`config.mk`:
```
export PLATFORM = sky130hd
export DESIGN_NAME = caminho_saida_flat
export DESIGN_NICKNAME = d
export VERILOG_FILES = /design/src/rtl/dsc_pkg.sv /design/src/rtl/caminho_saida_if.sv /design/src/rtl/caminho_saida_lifo_mem.sv /design/src/rtl/caminho_saida.sv /design/src/flat_wrapper.sv
export SDC_FILE = /design/constraint.sdc
export NUM_CORES = 1
export LEC_CHECK = 0
export CORE_MARGIN = 2
export CORE_UTILIZATION = 30
export CTS_CLUSTER_DIAMETER = 100
export DETAILED_ROUTE_END_ITERATION = 10
export MAX_ROUTING_LAYER = met4
export SETUP_SLACK_MARGIN = 0.1
export SLEW_MARGIN = 20
export SYNTH_ARGS = -nofsm -noshare
export SYNTH_HDL_FRONTEND = slang
export SYNTH_SLANG_ARGS = --single-unit
```
`constraint.sdc`:
```
create_clock -name clk -period 5.9 [get_ports clk]
set_input_delay 1.475 -clock clk [delete_from_list [all_inputs] [get_ports clk]]
set_output_delay 1.475 -clock clk [all_outputs]
set_load 0.02 [all_outputs]
```
`src/rtl/dsc_pkg.sv`:
```
// Shared definitions for the caminho_saida path-reversal block:
// default sizing constants and the controller state encoding.
package dsc_pkg;

  localparam int CAMINHO_ADDR_WIDTH = 8;
  localparam int CAMINHO_MAX        = 64;

  typedef enum logic [1:0] {
    OCIOSO     = 2'd0,
    CARREGANDO = 2'd1,
    ENVIANDO   = 2'd2,
    ERRO       = 2'd3
  } caminho_saida_estado_t;

endpackage

```
`src/rtl/caminho_saida_if.sv`:
```
// Stream bundle for caminho_saida: the upstream path-node stream
// (destination first) and the downstream forward-order stream.
// The slave modport is the block's view; master is the environment's.
interface caminho_saida_if
  import dsc_pkg::*;
#(
  parameter int ADDR_WIDTH = CAMINHO_ADDR_WIDTH
);

  logic                  caminho_valid_in;
  logic [ADDR_WIDTH-1:0] caminho_addr_in;
  logic                  caminho_fim_in;
  logic                  caminho_ready_out;

  logic                  saida_valid_out;
  logic [ADDR_WIDTH-1:0] saida_addr_out;
  logic                  saida_ultimo_out;
  logic                  saida_ready_in;

  modport slave (
    input  caminho_valid_in,
    input  caminho_addr_in,
    input  caminho_fim_in,
    output caminho_ready_out,
    output saida_valid_out,
    output saida_addr_out,
    output saida_ultimo_out,
    input  saida_ready_in
  );

  modport master (
    output caminho_valid_in,
    output caminho_addr_in,
    output caminho_fim_in,
    input  caminho_ready_out,
    input  saida_valid_out,
    input  saida_addr_out,
    input  saida_ultimo_out,
    output saida_ready_in
  );

endinterface

```
`src/rtl/caminho_saida_lifo_mem.sv`:
```
// caminho_lifo_mem: node storage for the path reversal. Plain register
// array with one synchronous write port and one asynchronous read port,
// so the top of the stack is visible in the same cycle the pointer moves.
// Contents are deliberately not reset; the pointer alone defines validity.
module caminho_lifo_mem #(
  parameter int ADDR_WIDTH   = 8,
  parameter int PROFUNDIDADE = 64,
  parameter int IDX_W        = $clog2(PROFUNDIDADE)
) (
  input  logic                  clk,
  input  logic                  wr_en,
  input  logic [IDX_W-1:0]      wr_idx,
  input  logic [ADDR_WIDTH-1:0] wr_data,
  input  logic [IDX_W-1:0]      rd_idx,
  output logic [ADDR_WIDTH-1:0] rd_data
);

  logic [ADDR_WIDTH-1:0] mem [PROFUNDIDADE];

  // Store an accepted upstream node at the slot chosen by the controller.
  always_ff @(posedge clk) begin
    if (wr_en) begin
      mem[wr_idx] <= wr_data;
    end
  end

  assign rd_data = mem[rd_idx];

endmodule

```
`src/rtl/caminho_saida.sv`:
```
// caminho_saida: receives a routed path destination-first, stacks it in a
// LIFO and replays it source-first with a valid/ready handshake.
// Optional feature: define CAMINHO_SAIDA_COMPRIMENTO_EN to add the
// comprimento_out port reporting the node count of the path being sent.
module caminho_saida
  import dsc_pkg::*;
#(
  parameter int ADDR_WIDTH  = CAMINHO_ADDR_WIDTH,
  parameter int MAX_CAMINHO = CAMINHO_MAX
) (
  input  logic                 clk,
  input  logic                 rst,
  caminho_saida_if.slave       bus,
  input  logic                 limpar_in,
  output logic                 erro_out,
  output logic                 pronto_out
`ifdef CAMINHO_SAIDA_COMPRIMENTO_EN
  ,
  output logic [$clog2(MAX_CAMINHO+1)-1:0] comprimento_out
`endif
);

  localparam int PTR_W = $clog2(MAX_CAMINHO + 1);
  localparam int IDX_W = $clog2(MAX_CAMINHO);
  localparam logic [PTR_W-1:0] PTR_MAX = PTR_W'(MAX_CAMINHO);
  localparam logic [PTR_W-1:0] PTR_UM  = PTR_W'(1);

  caminho_saida_estado_t estado;
  logic [PTR_W-1:0]      ptr;

  logic                  aceita;
  logic                  handshake;
  logic                  cheio;
  logic                  mem_wr_en;
  logic [IDX_W-1:0]      mem_wr_idx;
  logic [IDX_W-1:0]      mem_rd_idx;
  logic [ADDR_WIDTH-1:0] mem_rd_data;

  // Handshake qualifiers; the stack is full when ptr reaches the depth,
  // and a word offered then is an overflow rather than a store.
  always_comb begin
    bus.caminho_ready_out = (estado == OCIOSO) || (estado == CARREGANDO);
    aceita     = bus.caminho_valid_in && bus.caminho_ready_out;
    cheio      = (ptr == PTR_MAX);
    handshake  = (estado == ENVIANDO) && bus.saida_ready_in;
    mem_wr_en  = aceita && !cheio && !rst && !limpar_in;
    mem_wr_idx = (estado == OCIOSO) ? '0 : IDX_W'(ptr);
    mem_rd_idx = IDX_W'(ptr - PTR_UM);
  end

  // Output view: top of stack while sending, zeros otherwise.
  always_comb begin
    bus.saida_valid_out  = (estado == ENVIANDO);
    bus.saida_addr_out   = (estado == ENVIANDO) ? mem_rd_data : '0;
    bus.saida_ultimo_out = (estado == ENVIANDO) && (ptr == PTR_UM);
  end

  caminho_lifo_mem #(
    .ADDR_WIDTH  (ADDR_WIDTH),
    .PROFUNDIDADE(MAX_CAMINHO),
    .IDX_W       (IDX_W)
  ) u_mem (
    .clk    (clk),
    .wr_en  (mem_wr_en),
    .wr_idx (mem_wr_idx),
    .wr_data(bus.caminho_addr_in),
    .rd_idx (mem_rd_idx),
    .rd_data(mem_rd_data)
  );

  // Controller: load until fim, replay by popping, trap overflow in ERRO;
  // limpar_in behaves like reset and wins over any coincident handshake.
  always_ff @(posedge clk) begin
    if (rst || limpar_in) begin
      estado     <= OCIOSO;
      ptr        <= '0;
      erro_out   <= 1'b0;
      pronto_out <= 1'b0;
    end else begin
      pronto_out <= 1'b0;
      case (estado)
        OCIOSO: begin
          if (aceita) begin
            ptr    <= PTR_UM;
            estado <= bus.caminho_fim_in ? ENVIANDO : CARREGANDO;
          end
        end
        CARREGANDO: begin
          if (aceita) begin
            if (cheio) begin
              erro_out <= 1'b1;
              estado   <= ERRO;
            end else begin
              ptr <= ptr + PTR_UM;
              if (bus.caminho_fim_in) begin
                estado <= ENVIANDO;
              end
            end
          end
        end
        ENVIANDO: begin
          if (handshake) begin
            ptr <= ptr - PTR_UM;
            if (ptr == PTR_UM) begin
              estado     <= OCIOSO;
              pronto_out <= 1'b1;
            end
          end
        end
        ERRO: begin
          estado <= ERRO;
        end
        default: begin
          estado <= OCIOSO;
        end
      endcase
    end
  end

`ifdef CAMINHO_SAIDA_COMPRIMENTO_EN
  // Path length captured as the stack switches to sending; cleared when a
  // new path starts loading, on abort or on reset.
  always_ff @(posedge clk) begin
    if (rst || limpar_in) begin
      comprimento_out <= '0;
    end else if (estado == OCIOSO && aceita) begin
      comprimento_out <= bus.caminho_fim_in ? PTR_UM : '0;
    end else if (estado == CARREGANDO && aceita && !cheio && bus.caminho_fim_in) begin
      comprimento_out <= ptr + PTR_UM;
    end
  end
`endif

endmodule
```
`src/flat_wrapper.sv`:
```
// flat-port wrapper written by rule: the top's interface ports become plain ports
module caminho_saida_flat import dsc_pkg::*;
#(
  parameter int ADDR_WIDTH  = CAMINHO_ADDR_WIDTH,
  parameter int MAX_CAMINHO = CAMINHO_MAX
)
  (clk, rst, limpar_in, erro_out, pronto_out, bus_caminho_valid_in, bus_caminho_addr_in, bus_caminho_fim_in, bus_caminho_ready_out, bus_saida_valid_out, bus_saida_addr_out, bus_saida_ultimo_out, bus_saida_ready_in);
  caminho_saida_if #(.ADDR_WIDTH(ADDR_WIDTH)) bus_i ();
  input  logic clk;
  input  logic rst;
  input  logic limpar_in;
  output logic erro_out;
  output logic pronto_out;
  input wire logic [$bits(bus_i.caminho_valid_in)-1:0] bus_caminho_valid_in;
  input wire logic [$bits(bus_i.caminho_addr_in)-1:0] bus_caminho_addr_in;
  input wire logic [$bits(bus_i.caminho_fim_in)-1:0] bus_caminho_fim_in;
  output wire logic [$bits(bus_i.caminho_ready_out)-1:0] bus_caminho_ready_out;
  output wire logic [$bits(bus_i.saida_valid_out)-1:0] bus_saida_valid_out;
  output wire logic [$bits(bus_i.saida_addr_out)-1:0] bus_saida_addr_out;
  output wire logic [$bits(bus_i.saida_ultimo_out)-1:0] bus_saida_ultimo_out;
  input wire logic [$bits(bus_i.saida_ready_in)-1:0] bus_saida_ready_in;
  assign bus_i.caminho_valid_in = bus_caminho_valid_in;
  assign bus_i.caminho_addr_in = bus_caminho_addr_in;
  assign bus_i.caminho_fim_in = bus_caminho_fim_in;
  assign bus_caminho_ready_out = bus_i.caminho_ready_out;
  assign bus_saida_valid_out = bus_i.saida_valid_out;
  assign bus_saida_addr_out = bus_i.saida_addr_out;
  assign bus_saida_ultimo_out = bus_i.saida_ultimo_out;
  assign bus_i.saida_ready_in = bus_saida_ready_in;
  caminho_saida #(.ADDR_WIDTH(ADDR_WIDTH), .MAX_CAMINHO(MAX_CAMINHO)) u_core (.clk(clk), .rst(rst), .bus(bus_i), .limpar_in(limpar_in), .erro_out(erro_out), .pronto_out(pronto_out));
endmodule
```
==> Flow_metrics.wiki, run 1 <==
{| class="wikitable"
! Metric !! Value
|-
| Result of the run || complete, no violations
|-
| Post-layout nets || 1248
|-
| I/O pin count || 27
|-
| Time the final worst path needs with I/O delays and setup || 5.60 ns
|-
| Number of register bits inferred by synthesis || 523
|-
| Fin. Hold Viols || 0
|-
| Clock Pin Slew Worst Setup and Hold Paths || 0.06 ns
|-
| Max rail drop VDD || 199 µV
|-
| Slowest cell on crit path || a22o_1
|-
| Largest stage delay on the critical path || 0.68 ns
|-
| GP Congestion || 0.884
|-
| Detailed router's first-iteration violation count || 1261
|-
| Number of clock sinks || 523
|-
| Post-route insts no fill || 2195
|-
| P per Cell Area || 326 nW/µm²
|-
| Data arrival time of the critical path || 4.13 ns
|-
| Clock network latency to the later pin of the worst-skew pair || 0.61 ns
|-
| Total negative setup slack || 0 ns
|-
| Total routing usage reported by global routing || 0.149
|-
| Share of layout cells above drive strength 1 || 0.216
|-
| Unrepaired setup endpoints after global routing || false
|-
| Hold crit path type || reg2reg
|-
| Fillcell total || 6447
|-
| Final Skew || 0.0227 ns
|-
| Rows || 96
|-
| Avg Vias per Cell || 5.06
|-
| Inserted Clock Buffers || 53
|-
| Number of detailed-route iterations in the first pass || 5
|-
| Cells along the critical path || inv_1 -> ha_4 -> nor2b_1 -> a22o_1 -> nand3_1 -> nand4_1 -> o22ai_1 -> clkdlybuf4s50_1
|-
| Maximum number of buffers from clock root to sink || 3
|-
| Drt wl/cell || 23.6 µm
|-
| CTS Root Buffer Type || clkbuf_16
|-
| Hold path startpoint || u_core.erro_out
|-
| DP Wirelength || 31000 µm
|-
| Kind of end point of the critical path || output pin
|-
| H-tree lvl count || 2
|-
| Worst hold margin || 0.473 ns
|-
| Global-route wire length before repair || 76100 µm
|-
| Hold Path Stages || 2
|-
| Share of flip-flops with an asynchronous set or reset || 0
|-
| Worst max-slew margin expressed relative to the limit || 0.131
|-
| Transition at the pin with the smallest max-transition slack || 1.29 ns
|-
| Yosys warning total || 0
|-
| Number of inserted diodes || 0
|-
| Core Box Area || 68800 µm²
|-
| Data required time of the worst path || 4.43 ns
|-
| Detailed-route wire length || 51700 µm
|-
| Worst min-delay path endpoint || u_core.erro_out
|-
| Biggest fanout along the worst timing path || 10
|-
| PortBufs || 26
|-
| Max-slew violation total from the final report || 0
|-
| Post-route fraction of the period consumed by the critical path || 0.949
|-
| Remaining global-route overflow || 0
|-
| Post-route ant nets || 0
|-
| TritonCTS clock tree || yes
|-
| Worst flop-to-flop path endpoint || u_core.u_mem.mem[1][2]
|-
| Category of the worst setup path launch point || flop
|-
| Register-to-Register Setup Slack || 1.86 ns
|-
| Count of unique library cells instantiated by Yosys || 52
|-
| Number of nets in the synthesized netlist || 1172
|-
| Via count of the first global-routing pass || 11129
|-
| Main synth FF type || edfxtp_1
|-
| Mapped Avg Cell Area || 18.2 µm²
|-
| Die width || 268 µm
|-
| Count of flip-flops with a built-in enable after synthesis || 512
|-
| Largest net degree at the start of global routing || 74
|-
| Area delta synth->final || 15.6%
|-
| Via count of the routed design || 11109
|-
| Depth of the worst register-to-register path || 8
|-
| DIE AREA || 71900 µm²
|-
| Synthesized instance count || 1151
|-
| Reg-to-reg startpoint || u_core.ptr[1]
|-
| Count of placed standard cells including taps || 2094
|-
| Die extent in y || 268 µm
|-
| Portion of the post-synthesis area used by sequential elements || 0.745
|-
| Peak Freq || 179 MHz
|-
| Type of the worst setup path || reg2out
|-
| Number of DRC violations after detailed routing || 0
|-
| Initial antenna violation count || 0
|-
| Max-cap violations || 0
|-
| Final number of setup-violating endpoints || 0
|-
| Leakage power || 7.39 nW
|-
| Initial standard-cell utilization of the core || 0.304
|-
| Total standard cell area after synthesis || 20900 µm²
|}
==> power by group <==
group          switching (mW)  internal [mW]
registers             0.00691           4.08
clock network            1.40           1.89
logic                   0.322          0.199
total                    1.72           6.17
==> worst max path at each step <==
stage | from | end | slack, ns | cells past startpoint
4_1_cts | u_core.ptr[1] | bus_saida_addr_out[6] | 0.03 | 9
3_3_place_gp | u_core.ptr[2] | bus_saida_addr_out[6] | 0.49 | 7
3_5_place_dp | u_core.ptr[0] | bus_saida_addr_out[6] | 0.44 | 9
6_report | u_core.ptr[1] | bus_saida_addr_out[4] | 0.30 | 8
5_1_grt | u_core.ptr[0] | bus_saida_addr_out[6] | 0.16 | 9
2_1_floorplan | u_core.ptr[0] | bus_saida_addr_out[6] | 1.73 | 12
==> final cells by class <==
class / count / area, µm² / share of cell area
sequential: 523 / 15600 / 0.644
multi-input combinational: 562 / 5080 / 0.210
clock buffer: 66 / 1400 / 0.0577
tap: 931 / 1160 / 0.0481
timing repair buffer: 76 / 666 / 0.0275
clock inverter: 26 / 272 / 0.0112
inverter: 11 / 41.3 / 0.00171
==> cells in the mapped netlist, types with 11 or more instances <==
library cell	number	area [µm²]
mux4_2	128	2880
nand4_1	11	68.8
buf_2	12	60.1
nor2_1	135	507
o22ai_1	19	119
nand2_1	122	458
buf_4	13	97.6
nand3_1	53	265
buf_1	13	48.8
clkbuf_1	13	48.8
dfxtp_1	11	220
edfxtp_1	512	15400
a21oi_1	15	75.1
==> registers in the layout, summed over array words and instances (netlist names) <==
name and cells:
u_core.erro_out 1, u_core.estado 2, u_core.pronto_out 1, u_core.ptr 7
u_core.u_mem.mem 512
==> layout by cell type, fill, tap and decap left out, drive strengths merged, types with 15 or more instances in the layout <==
cell	count
a21oi	15
buf	58
clkbuf	66
clkdlybuf4s50	18
clkinv	21
edfxtp	512
mux4	128
nand2	122
nand3	53
nor2	136
o22ai	19
==> stage by stage <==
stage	setup WS, ns	power (mW)	cell area, µm²	util
after floorplan	1.73	4.47	20900	-
final	0.298	7.89	24200	0.352
after global placement	0.495	4.67	22400	0.326
after global routing	0.165	8.12	24200	0.352
after CTS	0.0292	7.93	24100	0.350
after detailed placement	0.437	4.68	22400	0.326
==> what timing repair did <==
action	in CTS	in global routing
gates cloned	0	0
endpoints found under the setup margin	8	8
setup buffers	0	9
hold buffers	0	0
pin swaps	1	1
resized for setup	3	3
==> critical path, delay by kind of cell, from the launching register on <==
family	cells	cell delay [ns]
buffers and inverters	2	0.87
AND/OR/NAND/NOR	3	1.06
adder cells (fa/ha/maj)	1	0.29
AO/OA/AOI/OAI	2	0.89
flip-flops	1	0.41
==> metal layers <==
layer / GRT usage / up-vias / wire length (µm)
li1: - / 4715 / -
met1: 0.207 / 5858 / 22600
met2: 0.226 / 470 / 24200
met3: 0.0283 / 66 / 4010
met4: 0.0350 / 0 / 878
met5: - / - / 0
==> cells by family (layout without fill, tap and decap cells) <==
group / count (synthesis) / count (layout) / share of synthesized area
AOI/OAI and AO/OA: 68 / 68 / 0.0213
muxes: 132 / 132 / 0.140
DFF: 523 / 523 / 0.745
xor gates and xnor gates: 6 / 6 / 0.00287
buffers and inverters: 66 / 179 / 0.0163
and+or+nand+nor: 349 / 349 / 0.0713
adders and majority gates: 7 / 7 / 0.00418
Note: power is estimated with default switching activity, not from simulation.
==> run 2: changes to the inputs <==
--- a/config.mk
+++ b/config.mk
@@ -17 +17,2 @@
 export SYNTH_SLANG_ARGS = --single-unit
+export TNS_END_PERCENT = 10
==> constraint.sdc (replaced) <==
create_clock -name clk -period 5.9 [get_ports clk]
set_input_delay 1.77 -clock clk [delete_from_list [all_inputs] [get_ports clk]]
set_output_delay 1.77 -clock clk [all_outputs]
set_load 0.02 [all_outputs]
==> Flow_metrics.wiki, run 2 (synthesis results as in run 1) <==
{| class="wikitable"
! Metric !! Value
|-
| Fillcell total || 6428 (was 6447)
|-
| Logic pwr share || 0.066 (about the same)
|-
| Most common cell after layout, fill and taps aside || edfxtp_1 (unchanged)
|-
| Buffers plus inverters on the worst setup path || 2 (unchanged)
|-
| Die extent in y || 268 µm (unchanged)
|-
| Post-route fraction of the period consumed by the critical path || 0.964 (was 0.949)
|-
| Core Box Area || 68800 µm² (unchanged)
|-
| Detailed router's first-iteration violation count || 1131 (was 1261)
|-
| Avg Vias per Cell || 5.05 (was 5.06)
|-
| Via count of the first global-routing pass || 11225 (was 11129)
|-
| Share of layout cells above drive strength 1 || 0.216 (about the same)
|-
| Rows || 96 (unchanged)
|-
| Maximum number of buffers from clock root to sink || 3 (unchanged)
|-
| Power after layout || 7.90 mW (was 7.89 mW)
|-
| Final Skew || 0.0234 ns (was 0.0227 ns)
|-
| Register Area || 15600 µm² (about the same)
|-
| Largest stage delay on the critical path || 0.81 ns (was 0.68 ns)
|-
| Share of total power in the clock network || 0.417 (was 0.416)
|-
| Most frequent cells in the layout || 512 x edfxtp_1, 135 x nor2_1, 128 x mux4_2 (was 512 x edfxtp_1, 134 x nor2_1, 128 x mux4_2)
|-
| H-tree lvl count || 2 (unchanged)
|-
| Time the final worst path needs with I/O delays and setup || 5.69 ns (was 5.60 ns)
|-
| WP depth || 8 (unchanged)
|-
| Die width || 268 µm (unchanged)
|-
| Area taken by multi-input logic gates || 5070 µm² (was 5080 µm²)
|-
| Worst max-slew margin expressed relative to the limit || 0.313 (was 0.131)
|-
| Drt wl/cell || 23.1 µm (was 23.6 µm)
|-
| Timing startpoint of the critical path || u_core.ptr[0] (was u_core.ptr[1])
|-
| Depth of the worst register-to-register path || 8 (unchanged)
|-
| PortBufs || 26 (unchanged)
|-
| Switching pwr || 1.71 mW (was 1.72 mW)
|-
| Peak Freq || 176 MHz (was 179 MHz)
|-
| P per Cell Area || 326 nW/µm² (about the same)
|-
| Endpoint of the most critical setup path || bus_saida_addr_out[3] (was bus_saida_addr_out[4])
|-
| Slowest cell on crit path || xnor2_2 (was a22o_1)
|-
| Clock network latency to the later pin of the worst-skew pair || 0.61 ns (about the same)
|-
| Initial standard-cell utilization of the core || 0.304 (unchanged)
|-
| Total negative setup slack || 0 ns (unchanged)
|-
| I/O pin count || 27 (unchanged)
|-
| TritonCTS clock tree || yes (unchanged)
|-
| Area delta synth->final || 15.6% (about the same)
|-
| Remaining global-route overflow || 0 (unchanged)
|-
| Largest net degree at the start of global routing || 73 (was 74)
|-
| Initial antenna violation count || 1 (was 0)
|-
| Hold path startpoint || u_core.erro_out (unchanged)
|-
| Cells along the critical path || nor3_4 -> xnor2_2 -> buf_12 -> nand2_1 -> nand3_1 -> nand4_1 -> o22ai_2 -> clkdlybuf4s50_1 (was inv_1 -> ha_4 -> nor2b_1 -> a22o_1 -> nand3_1 -> nand4_1 -> o22ai_1 -> clkdlybuf4s50_1)
|-
| Category of the worst setup path launch point || flop (unchanged)
|-
| DP Wirelength || 30500 µm (was 31000 µm)
|-
| Transition at the pin with the smallest max-transition slack || 1.02 ns (was 1.29 ns)
|-
| Crit path max-delay family || buffers and inverters (was simple AND/OR/NAND/NOR gates)
|-
| Post-layout nets || 1240 (was 1248)
|-
| GP Congestion || 0.851 (was 0.884)
|-
| Data arrival time of the critical path || 3.92 ns (was 4.13 ns)
|-
| Switching share of power || 0.217 (was 0.219)
|-
| Result of the run || complete, no violations (unchanged)
|-
| Register-to-Register Setup Slack || 1.93 ns (was 1.86 ns)
|-
| Leakage power || 7.39 nW (about the same)
|-
| Worst flop-to-flop path endpoint || u_core.u_mem.mem[41][5] (was u_core.u_mem.mem[1][2])
|-
| Detailed-route wire length || 50600 µm (was 51700 µm)
|-
| Internal Pwr Total || 6.19 mW (was 6.17 mW)
|-
| Max-cap violations || 0 (unchanged)
|-
| CTS Root Buffer Type || clkbuf_16 (unchanged)
|-
| Global-route wire length before repair || 75100 µm (was 76100 µm)
|-
| Post-route ant nets || 0 (unchanged)
|-
| Unrepaired setup endpoints after global routing || true (was false)
|-
| Fraction of power consumed by sequential logic || 0.517 (was 0.518)
|-
| Register containing the most flip-flops in the final layout || u_core.u_mem.mem (unchanged)
|-
| Biggest fanout along the worst timing path || 23 (was 10)
|-
| Clock Pin Slew Worst Setup and Hold Paths || 0.07 ns (was 0.06 ns)
|-
| Max rail drop VDD || 221 µV (was 199 µV)
|-
| Number of DRC violations after detailed routing || 0 (unchanged)
|-
| Hold crit path type || reg2reg (unchanged)
|-
| Via count of the routed design || 11093 (was 11109)
|-
| Post-route insts no fill || 2195 (unchanged)
|-
| Number of detailed-route iterations in the first pass || 7 (was 5)
|-
| Hold buffer count at cts || 0 (unchanged)
|-
| Max-slew violation total from the final report || 0 (unchanged)
|-
| Reg-to-reg startpoint || u_core.ptr[1] (unchanged)
|-
| Fin. Hold Viols || 0 (unchanged)
|-
| Kind of end point of the critical path || output pin (unchanged)
|-
| Final number of setup-violating endpoints || 0 (unchanged)
|-
| Number of clock sinks || 523 (unchanged)
|-
| Total routing usage reported by global routing || 0.146 (was 0.149)
|-
| Count of placed standard cells including taps || 2091 (was 2094)
|-
| DIE AREA || 71900 µm² (unchanged)
|-
| Number of flip-flops in the largest register || 512 (unchanged)
|-
| Inserted Clock Buffers || 52 (was 53)
|-
| Type of the worst setup path || reg2out (unchanged)
|-
| Registers with the most flip-flops || u_core.u_mem.mem (512), u_core.ptr (7), u_core.estado (2) (unchanged)
|-
| Data required time of the worst path || 4.13 ns (was 4.43 ns)
|}
[run 2: changes by cell type in the layout (fill, tap and decap cells not counted), moves of 2 or more]
cell / previous run / this run
buf_12: 4 / 8
clkinv_2: 5 / 10
clkdlybuf4s50_1: 18 / 16
o22ai_1: 19 / 17
buf_4: 45 / 35
o22ai_2: 0 / 2
[run 2: area by class of cell]
cell class	instances	share of cell area
antenna	1	0.000103
clock buffer	66	0.0568
clock inverter	32	0.0126
inverter	11	0.00171
multi-input combinational	562	0.210
sequential	523	0.644
tap	931	0.0481
timing repair buffer	69	0.0268
[run 2: power by group through the flow]
stage          Combinational [mW]  Sequential (mW)  Clock, mW
2_1_floorplan               0.308             4.16          0
3_3_place_gp                0.505             4.17          0
3_5_place_dp                0.510             4.17          0
4_1_cts                     0.524             4.08       3.35
5_1_grt                     0.555             4.08       3.49
6_report                    0.519             4.08       3.30
[run 2: timing repair]
action | 4_1_cts | 5_1_grt
setup endpoints to repair | 6 | 4
pin swaps | 1 | 0
gates resized for setup | 3 | 1
buffers inserted | 5 | 0
[run 2: how the worst min path moves through the flow]
stage	endpoint	slack [ns]	cells after the start
final	u_core.erro_out	0.49	2
after global routing	u_core.estado[0]	0.55	2
after CTS	u_core.erro_out	0.49	2
after detailed placement	u_core.erro_out	0.47	2
after global placement	u_core.erro_out	0.47	2
after floorplan	u_core.estado[0]	0.47	2
[run 2: through the flow]
step	utilization	setup WS, ns	hold WS [ns]	cell area [µm²]
2_1_floorplan	-	1.43	0.466	20900
3_3_place_gp	0.326	0.466	0.472	22400
3_5_place_dp	0.326	0.420	0.472	22400
4_1_cts	0.352	0.177	0.488	24200
5_1_grt	0.352	0.0570	0.550	24200
6_report	0.352	0.213	0.490	24200
[run 2: metal layers]
metal  global-route usage  wire [µm]  vias to the layer above
li1                     -          -                     4734
met1                0.198      21900                     5880
met2                0.225      24000                      417
met3               0.0295       3770                       62
met4               0.0412        902                        0
met5                    -          0                        -
[run 2: worst reg2reg max path: cells and delay by family (launching register included)]
kind | cells | cell delay [ns]
buffers and inverters | 1 | 0.23
AND/OR/NAND/NOR | 6 | 2.57
flip-flops | 1 | 0.51
adder cells (fa/ha/maj) | 1 | 0.27
